## src/rtl/control_sequencer.sv

```systemverilog
// control_sequencer: hardwired control unit for the 32-bit datapath.
// Steps through fetch (T0-T2) and per-opcode execute steps (T3-T7),
// driving the datapath's one-bit control strobes as a Moore decode of the
// registered state {phase, step, waitcnt, op_r}.
// Optional feature macro: SINGLE_STEP_EN adds a step_req input that gates
// step/waitcnt advancement while running.
// The phase output exposes the FSM state: 0=IDLE, 1=RUN, 2=HALT.
module control_sequencer #(
  parameter int OPW      = 5,
  parameter int MEM_WAIT = 1,
  parameter int STEPS    = 8,
  localparam int SW      = $clog2(STEPS)
) (
  input  logic           Clock,
  input  logic           clear,
  input  logic           run,
`ifdef SINGLE_STEP_EN
  input  logic           step_req,
`endif
  input  logic [OPW-1:0] opcode,
  output logic [SW-1:0]  step,
  output logic [1:0]     phase,
  output logic           PCout,
  output logic           MARin,
  output logic           IncPC,
  output logic           PCin,
  output logic           Read,
  output logic           Write,
  output logic           MDRin,
  output logic           MDRout,
  output logic           IRin,
  output logic           Gra,
  output logic           Grb,
  output logic           Grc,
  output logic           Rin,
  output logic           Rout,
  output logic           BAout,
  output logic           Cout,
  output logic           Yin,
  output logic           Zin,
  output logic           Zlowout,
  output logic           Zhighout,
  output logic           HIin,
  output logic           LOin,
  output logic           CONin,
  output logic           Outportin,
  output logic           Inportout,
  output logic           halted,
  output logic           illegal
);

  typedef enum logic [1:0] {P_IDLE = 2'd0, P_RUN = 2'd1, P_HALT = 2'd2} phase_t;

  localparam logic [SW-1:0] T0 = SW'(0);
  localparam logic [SW-1:0] T1 = SW'(1);
  localparam logic [SW-1:0] T2 = SW'(2);
  localparam logic [SW-1:0] T3 = SW'(3);
  localparam logic [SW-1:0] T4 = SW'(4);
  localparam logic [SW-1:0] T5 = SW'(5);
  localparam logic [SW-1:0] T6 = SW'(6);
  localparam logic [SW-1:0] T7 = SW'(7);
  localparam logic [2:0]    MW = 3'(MEM_WAIT);

  localparam logic [OPW-1:0] OP_LD     = OPW'(5'b00000);
  localparam logic [OPW-1:0] OP_ST     = OPW'(5'b00010);
  localparam logic [OPW-1:0] OP_ALU_LO = OPW'(5'b00011);
  localparam logic [OPW-1:0] OP_ALU_HI = OPW'(5'b01011);
  localparam logic [OPW-1:0] OP_MUL    = OPW'(5'b01111);
  localparam logic [OPW-1:0] OP_DIV    = OPW'(5'b10000);
  localparam logic [OPW-1:0] OP_IN     = OPW'(5'b10101);
  localparam logic [OPW-1:0] OP_OUT    = OPW'(5'b10110);
  localparam logic [OPW-1:0] OP_NOP    = OPW'(5'b11010);
  localparam logic [OPW-1:0] OP_HALT   = OPW'(5'b11011);

  phase_t         phase_r, phase_n;
  logic [SW-1:0]  step_r, step_n;
  logic [2:0]     wait_r, wait_n;
  logic [OPW-1:0] op_r, op_n;
  logic           illegal_r, illegal_n;
  logic           adv;

  logic is_alu, is_md, is_ld, is_st, is_in, is_out, is_nop, is_halt, legal;
  logic mem_step, last_step;

`ifdef SINGLE_STEP_EN
  assign adv = step_req;
`else
  assign adv = 1'b1;
`endif

  assign step    = step_r;
  assign phase   = phase_r;
  assign halted  = (phase_r == P_HALT);
  assign illegal = illegal_r;

  // Classify the latched opcode and find memory-hold and final steps
  always_comb begin
    is_alu    = (op_r >= OP_ALU_LO) && (op_r <= OP_ALU_HI);
    is_md     = (op_r == OP_MUL) || (op_r == OP_DIV);
    is_ld     = (op_r == OP_LD);
    is_st     = (op_r == OP_ST);
    is_in     = (op_r == OP_IN);
    is_out    = (op_r == OP_OUT);
    is_nop    = (op_r == OP_NOP);
    is_halt   = (op_r == OP_HALT);
    legal     = is_alu | is_md | is_ld | is_st | is_in | is_out | is_nop | is_halt;
    mem_step  = (step_r == T1) || (step_r == T6 && is_ld) || (step_r == T7 && is_st);
    last_step = (step_r == T3 && (is_in | is_out | is_nop)) ||
                (step_r == T5 && is_alu) ||
                (step_r == T6 && is_md) ||
                (step_r == T7 && (is_ld | is_st));
  end

  // State register with synchronous active-low clear
  always_ff @(posedge Clock) begin
    if (!clear) begin
      phase_r   <= P_IDLE;
      step_r    <= T0;
      wait_r    <= 3'd0;
      op_r      <= '0;
      illegal_r <= 1'b0;
    end else begin
      phase_r   <= phase_n;
      step_r    <= step_n;
      wait_r    <= wait_n;
      op_r      <= op_n;
      illegal_r <= illegal_n;
    end
  end

  // Next-state: phase transitions, memory wait counting, step sequencing
  always_comb begin
    phase_n   = phase_r;
    step_n    = step_r;
    wait_n    = wait_r;
    op_n      = op_r;
    illegal_n = illegal_r;
    case (phase_r)
      P_IDLE: begin
        if (run) begin
          phase_n = P_RUN;
          step_n  = T0;
          wait_n  = 3'd0;
        end
      end
      P_RUN: begin
        // halt and undecoded opcodes trap straight out of T3
        if (step_r == T3 && (is_halt || !legal)) begin
          phase_n = P_HALT;
          step_n  = T0;
          wait_n  = 3'd0;
          if (!legal) illegal_n = 1'b1;
        end else if (adv) begin
          if (mem_step && wait_r != MW) begin
            wait_n = wait_r + 3'd1;
          end else begin
            wait_n = 3'd0;
            if (last_step) begin
              step_n  = T0;
              phase_n = run ? P_RUN : P_IDLE;
            end else begin
              step_n = step_r + SW'(1);
              if (step_r == T2) op_n = opcode;
            end
          end
        end
      end
      P_HALT: begin
        phase_n = P_HALT;
      end
      default: begin
        phase_n = P_IDLE;
        step_n  = T0;
        wait_n  = 3'd0;
      end
    endcase
  end

  // Moore strobe decode from phase, step and latched opcode
  always_comb begin
    PCout = 1'b0; MARin = 1'b0; IncPC = 1'b0; PCin = 1'b0; Read = 1'b0;
    Write = 1'b0; MDRin = 1'b0; MDRout = 1'b0; IRin = 1'b0;
    Gra = 1'b0; Grb = 1'b0; Grc = 1'b0; Rin = 1'b0; Rout = 1'b0;
    BAout = 1'b0; Cout = 1'b0; Yin = 1'b0; Zin = 1'b0; Zlowout = 1'b0;
    Zhighout = 1'b0; HIin = 1'b0; LOin = 1'b0; CONin = 1'b0;
    Outportin = 1'b0; Inportout = 1'b0;
    if (phase_r == P_RUN) begin
      case (step_r)
        T0: begin PCout = 1'b1; MARin = 1'b1; IncPC = 1'b1; Zin = 1'b1; end
        T1: begin Zlowout = 1'b1; PCin = 1'b1; Read = 1'b1; MDRin = 1'b1; end
        T2: begin MDRout = 1'b1; IRin = 1'b1; end
        T3: begin
          if (is_alu)              begin Grb = 1'b1; Rout = 1'b1; Yin = 1'b1; end
          if (is_md)               begin Gra = 1'b1; Rout = 1'b1; Yin = 1'b1; end
          if (is_ld | is_st)       begin Grb = 1'b1; BAout = 1'b1; Yin = 1'b1; end
          if (is_out)              begin Gra = 1'b1; Rout = 1'b1; Outportin = 1'b1; end
          if (is_in)               begin Inportout = 1'b1; Gra = 1'b1; Rin = 1'b1; end
        end
        T4: begin
          if (is_alu)              begin Grc = 1'b1; Rout = 1'b1; Zin = 1'b1; end
          if (is_md)               begin Grb = 1'b1; Rout = 1'b1; Zin = 1'b1; end
          if (is_ld | is_st)       begin Cout = 1'b1; Zin = 1'b1; end
        end
        T5: begin
          if (is_alu)              begin Zlowout = 1'b1; Gra = 1'b1; Rin = 1'b1; end
          if (is_md)               begin Zlowout = 1'b1; LOin = 1'b1; end
          if (is_ld | is_st)       begin Zlowout = 1'b1; MARin = 1'b1; end
        end
        T6: begin
          if (is_md)               begin Zhighout = 1'b1; HIin = 1'b1; end
          if (is_ld)               begin Read = 1'b1; MDRin = 1'b1; end
          if (is_st)               begin Gra = 1'b1; Rout = 1'b1; MDRin = 1'b1; end
        end
        T7: begin
          if (is_ld)               begin MDRout = 1'b1; Gra = 1'b1; Rin = 1'b1; end
          if (is_st)               begin MDRout = 1'b1; Write = 1'b1; end
        end
        default: begin end
      endcase
    end
  end

endmodule
```

## config.mk

```make
export PLATFORM = sky130hd
export DESIGN_NAME = control_sequencer
export DESIGN_NICKNAME = d
export VERILOG_FILES = /design/src/rtl/control_sequencer.sv
export SDC_FILE = /design/constraint.sdc
export NUM_CORES = 1
export LEC_CHECK = 0
export BUFFER_PORTS_ARGS = -buffer_cell sky130_fd_sc_hd__buf_4
export CAP_MARGIN = 20
export CELL_PAD_IN_SITES_DETAIL_PLACEMENT = 1
export CELL_PAD_IN_SITES_GLOBAL_PLACEMENT = 1
export CORE_MARGIN = 2
export CORE_UTILIZATION = 40
export DETAILED_ROUTE_END_ITERATION = 8
export PLACE_DENSITY_LB_ADDON = 0.1
export SLEW_MARGIN = 20
export SYNTH_ARGS = -nofsm -noshare
export SYNTH_HDL_FRONTEND = slang
export SYNTH_SLANG_ARGS = --single-unit
```

## constraint.sdc

```tcl
create_clock -name Clock -period 4.7 [get_ports Clock]
set_clock_uncertainty 0.1 [all_clocks]
set_input_delay 0 -clock Clock [delete_from_list [all_inputs] [get_ports Clock]]
set_output_delay 0 -clock Clock [all_outputs]
set_load 0.01 [all_outputs]
```

==> qor.yml, run 1 <==
status:
  status: "finished clean"
clocking:
  cts.path.max_buffers: 2
  cts_root_buf: "clkbuf_4"
  numCtsBuffers: 3
  post_cts_buffers: 0
  hold_buffers: 16
  cts_resized: 0
  worstSkewPairLatency_ps: 270
  cts.clk_slew.worst_paths_ps: 90
  cts_tree: "yes"
  cts.sinks: 14
  h-tree-depth: 1
floorplanning:
  die_w_microns: 64
  io_pins: 40
  num_rows: 21
  coreArea_sq_um: 3390
  die_area_sq_um: 4100
  die_y_microns: 64
  initial_core_util: 0.425
logic_synthesis:
  synth_enable_flop_cells: 0
  async_reset_ff_frac: 0
  ys_ff_latch: 14
  synth_fp_nets: 212
  ys_warn_count: 0
  synthCells: 196
  syn_area_sq_um: 1440
  ys_seq_area_frac: 0.195
  synth.distinct_cells: 49
  syn_area_per_cell_sq_um: 7.35
  synth-main-ff-cell: "dfxtp_1"
timing:
  period_minus_slack_ps: 3280
  finalSetupViolations: 0
  min_period_over_period: 0.697
  hold_viol_final: 0
  rsz0062_at_grt: "no"
  hold_slack_ps: 182
  worstMarginPinSlew_ps: 880
  fmax_mhz: 305
  slew_viol_final: 0
  max_slew_margin: 0.408
  fin_tns_setup_ps: 0
worst_setup_path:
  start_kind: "register"
  rrSetupSlack_ps: 1420
  cp-startpoint: "step[0]"
  required_ps: 4810
  timing.rr.start: "step[0]"
  cp_max_fo: 7
  end_kind: "register"
  crit_type: "register to register"
  worst_ep_arrival_time_ps: 3390
global_route:
  overflow: 0
  grt_pass1_vias: 1587
  grt_max_degree: 20
  grt_pass1_wl_microns: 7650
  grt_usage: 0.233
  antenna_found_initial: 0
pwr:
  power.switching_mw: 0.0801
  cellPowerDensity_nw_per_um2: 141
  power_frac_comb: 0.266
  switching_share: 0.304
  vdd_ir_drop_max_mv: 0.125
  power.share.clock: 0.256
  leakagePower_nw: 0.797
  cellInternalPower_mw: 0.183
  seq_power_share: 0.478
final_layout:
  multi_input_area_sq_um: 1030
  final_nets: 255
  most-common-layout-cells: "buf_4 (38), nand2_1 (26), a21oi_1 (18)"
  area_delta_synth_final_pct: 29.7
  nFillCells: 417
  seq_area_sq_um: 280
  drive_above_1_share: 0.207
  final_common_cell: "buf_4"
  antenna_cells: 0
placed_design:
  place_hpwl_microns: 3290
  place_congestion: 0.898
  place.port_buffers: 38
routing:
  via_count: 1572
  drtPass1Iterations: 4
  drt-wirelength-per-cell_microns: 16.2
  ant_nets: 0
  vias_per_cell: 5.55
  drtIter0Drc: 75
  drt_wl_total_microns: 4590
  drc: 0
hold_path:
  holdCritStartpoint: "run"
  worstHoldPathType: "input port to register"
flow_run:
  drv_cap: 0
worst paths after layout:
path,end,depth (start not counted)
min,wait_r[0],5
max,op_r[2],8
min reg2reg,illegal,1
max reg2reg,op_r[2],8
final cells by class:
cell class	instances	area share
flip-flops and latches	14	0.150
multi-input cells	157	0.551
clock buffers	3	0.0121
well taps	46	0.0308
repair buffers	54	0.238
inverters	9	0.0181
power groups by stage:
stage	registers, mW	logic, mW	clock network, mW
finish	0.126	0.0700	0.0675
global route	0.127	0.0763	0.0756
CTS	0.126	0.0694	0.0686
detailed placement	0.129	0.0620	0
global placement	0.128	0.0603	0
floorplan	0.128	0.0392	0
worst max-delay path, cell delays in order, from the launching register on:
cell and delay [ps]:
dfxtp_1 490, inv_1 140, ha_1 290, and4bb_2 250, a21boi_0 250, a21oi_1 270
nor4_4 570, mux2i_1 270, dlygate4sd3_1 580
per-layer routing:
layer | vias up | share of wire | GRT usage
met3 | 2 | 0.030 | 0.0246
met4 | 0 | 0.0044 | 0.0326
met5 | - | 0 | 0
li1 | 777 | - | -
met1 | 762 | 0.46 | 0.291
met2 | 31 | 0.51 | 0.436
registers in the layout (all words and copies together) (netlist names):
signal / cells
illegal: 1
op_r: 5
phase: 2
step: 3
wait_r: 3
metrics by stage:
stage | instance area, sq um | util | setup WS [ps] | instances | power (mW)
after floorplan | 1440 | - | 2400 | 196 | 0.167
after global placement | 1690 | 0.497 | 2160 | 264 | 0.189
after detailed placement | 1690 | 0.497 | 2100 | 264 | 0.191
after CTS | 1870 | 0.551 | 1540 | 283 | 0.264
after global routing | 1870 | 0.551 | 1240 | 283 | 0.279
final | 1870 | 0.551 | 1420 | 283 | 0.263
cell families after synthesis:
family | count (synthesis) | synth area share
AOI/OAI and AO/OA | 50 | 0.247
xor gates and xnor gates | 1 | 0.00608
adders and majority gates | 8 | 0.0695
buffers and inverters | 25 | 0.0912
DFF | 14 | 0.195
muxes | 6 | 0.0417
other | 1 | 0.00260
and+or+nand+nor | 91 | 0.348
synth_stat cells (all sizes together) (2+ instances only):
master	instances	area, sq um
ha	8	100
buf	10	75.1
nor3	3	15.0
nand2b	3	18.8
nor2b	13	81.3
nand3	7	40.0
a21oi	18	90.1
inv	9	33.8
o211ai	4	30.0
and3	7	43.8
o22ai	2	18.8
o21ai	6	30.0
mux2i	6	60.1
clkbuf	6	22.5
dfxtp	14	280
nor2	17	63.8
nand4	2	12.5
a21boi	4	30.0
o21bai	2	15.0
nand2	26	97.6
nor4	3	33.8
and4bb	3	37.5
o31ai	2	15.0
o32ai	2	17.5
Power figures use the tool's default switching activity.
==> run 2: changes to the inputs <==
Settings changed: ABC_AREA from default to 1, CORE_UTILIZATION 40 to 31.
Clock period 4.7 ns to 2.9 ns, I/O delays scaled along.
==> qor.yml, run 2 <==
routing:
  ant_nets: 0
  drt-wirelength-per-cell_microns: 12.6
  drt_wl_total_microns: 3810
  drtPass1Iterations: 4
  drtIter0Drc: 57
  via_count: 1417
  vias_per_cell: 4.68
  drc: 0
flow_run:
  drv_cap: 0
final_layout:
  most-common-layout-cells: "nand2_1 (43), buf_4 (40), nor2_1 (39)"
  final_nets: 271
  largest_reg_flops: 5
  final_common_cell: "nand2_1"
  regMostFlops: "op_r"
  area_delta_synth_final_pct: 37.4
  drive_above_1_share: 0.257
  antenna_cells: 0
pwr:
  leakagePower_nw: 0.902
  vdd_ir_drop_max_mv: 0.210
  cellPowerDensity_nw_per_um2: 265
  power_mw: 0.465
placed_design:
  place.port_buffers: 38
  place_congestion: 0.834
  place_hpwl_microns: 3050
global_route:
  grt_max_degree: 12
  grt_usage: 0.182
  antenna_found_initial: 0
  grt_pass1_wl_microns: 6400
  overflow: 0
  grt_pass1_vias: 1376
floorplanning:
  initial_core_util: 0.322
  num_rows: 23
  coreArea_sq_um: 3970
  io_pins: 40
  die_y_microns: 68.2
  die_area_sq_um: 4650
  die_w_microns: 68.2
worst_setup_path:
  timing.rr.start: "step[2]"
  crit_type: "register to register"
  end_kind: "register"
  r2r-end: "op_r[4]"
  start_kind: "register"
  reg2regPathDepth: 10
  required_ps: 2990
  cp-startpoint: "step[2]"
  rrSetupSlack_ps: 400
  worst_ep_arrival_time_ps: 2590
  cp_max_fo: 10
logic_synthesis:
  synth.distinct_cells: 31
  synth.most_common_cell: "nand2_1"
  synthTopCellsByArea: "dfxtp_1 (22%), nand2_1 (13%), nor2_1 (11%)"
  yosysTopAreaCellShare: 0.219
  ys_ff_latch: 14
  synth-main-ff-cell: "dfxtp_1"
  synthTopCellsByCount: "nand2_1 (43), nor2_1 (39), inv_1 (28), dfxtp_1 (14), nand3_1 (14)"
  synth_enable_flop_cells: 0
  syn_area_sq_um: 1280
  ys_seq_area_frac: 0.219
  synth_fp_nets: 221
  synth_top_area_cell: "dfxtp_1"
  async_reset_ff_frac: 0
  ys_warn_count: 0
  synthCells: 205
  syn_area_per_cell_sq_um: 6.23
timing:
  period_minus_slack_ps: 2500
  fin_tns_setup_ps: 0
  finalSetupViolations: 0
  hold_viol_final: 0
  rsz0062_at_grt: "no"
  fmax_mhz: 400
  slew_viol_final: 0
  min_period_over_period: 0.863
clocking:
  cts.path.max_buffers: 2
  numCtsBuffers: 3
  h-tree-depth: 1
  cts_tree: "yes"
  cts_root_buf: "clkbuf_8"
  cts.sinks: 14
  post_cts_buffers: 0
  worstSkewPairLatency_ps: 240
  cts.clk_slew.worst_paths_ps: 60
hold_path:
  worstHoldPathType: "register to register"
  min_to: "illegal"
  holdCritStartpoint: "illegal"
  hold_depth: 2
status:
  status: "finished clean"
run 2: cell types whose count changed after synthesis, moves of 5 or more:
cell | previous run | this run
a21oi_1 | 18 | 12
clkbuf_1 | 6 | 1
inv_1 | 9 | 28
mux2i_1 | 6 | 0
nand3_1 | 6 | 14
nor2_1 | 17 | 39
and3_1 | 7 | 0
nand2_1 | 26 | 43
nor2b_1 | 13 | 0
run 2: cells by family (layout without fill, tap and decap cells):
| family | after synthesis | count (layout) | synth area share |
|---|---|---|---|
| and+or+nand+nor | 120 | 120 | 0.465 |
| buffers and inverters | 37 | 85 | 0.119 |
| AOI/OAI and AO/OA | 24 | 24 | 0.108 |
| DFF | 14 | 14 | 0.219 |
| adders and majority gates | 8 | 8 | 0.0784 |
| other | 1 | 1 | 0.00294 |
| xor gates and xnor gates | 1 | 1 | 0.00686 |
run 2: worst max-delay path by stage:
stage | to | slack, ps
6_report | op_r[4] | 400
5_1_grt | op_r[0] | 200
4_1_cts | op_r[4] | 390
3_5_place_dp | step[0] | 840
3_3_place_gp | step[0] | 940
2_1_floorplan | step[0] | 1030
run 2: cell type report:
class,count,area (sq um)
fill,542,2220
multi-input combinational,154,845
timing repair buffer,51,410
sequential,14,280
inverter,31,116
tap,50,62.6
clock buffer,3,41.3
run 2: layer usage:
metal,global-route usage,share of wire
met1,0.239,0.49
met2,0.311,0.46
met3,0.0214,0.037
met4,0.0525,0.011
met5,0,0
run 2: metrics by stage:
| stage | setup WS (ps) | instances | instance area [sq um] | utilization | hold slack, ps |
|---|---|---|---|---|---|
| after CTS | 394 | 303 | 1760 | 0.442 | 367 |
| after floorplan | 1030 | 205 | 1280 | - | 34.9 |
| after global placement | 945 | 289 | 1600 | 0.404 | 127 |
| after detailed placement | 844 | 289 | 1600 | 0.404 | 130 |
| final | 398 | 303 | 1760 | 0.442 | 365 |
| after global routing | 203 | 303 | 1760 | 0.442 | 399 |
run 2: where the power goes:
part	internal, mW	switching (mW)
Sequential	0.197	0.00632
Clock	0.0919	0.0687
Combinational	0.0458	0.0557
Total	0.334	0.131
run 2: critical path, cell delays in order, from the launching register on:
cell,delay (ps)
dfxtp_1,540
inv_1,200
ha_1,340
inv_1,100
nor2_1,70
nor2_4,170
nand3_4,130
nand2_1,80
nand2_1,50
nor2_1,90
dlygate4sd3_1,560
run 2: repair_timing:
item	CTS	global route
hold buffers	11	0
gates resized for setup	0	0
hold endpoints to repair	9	0
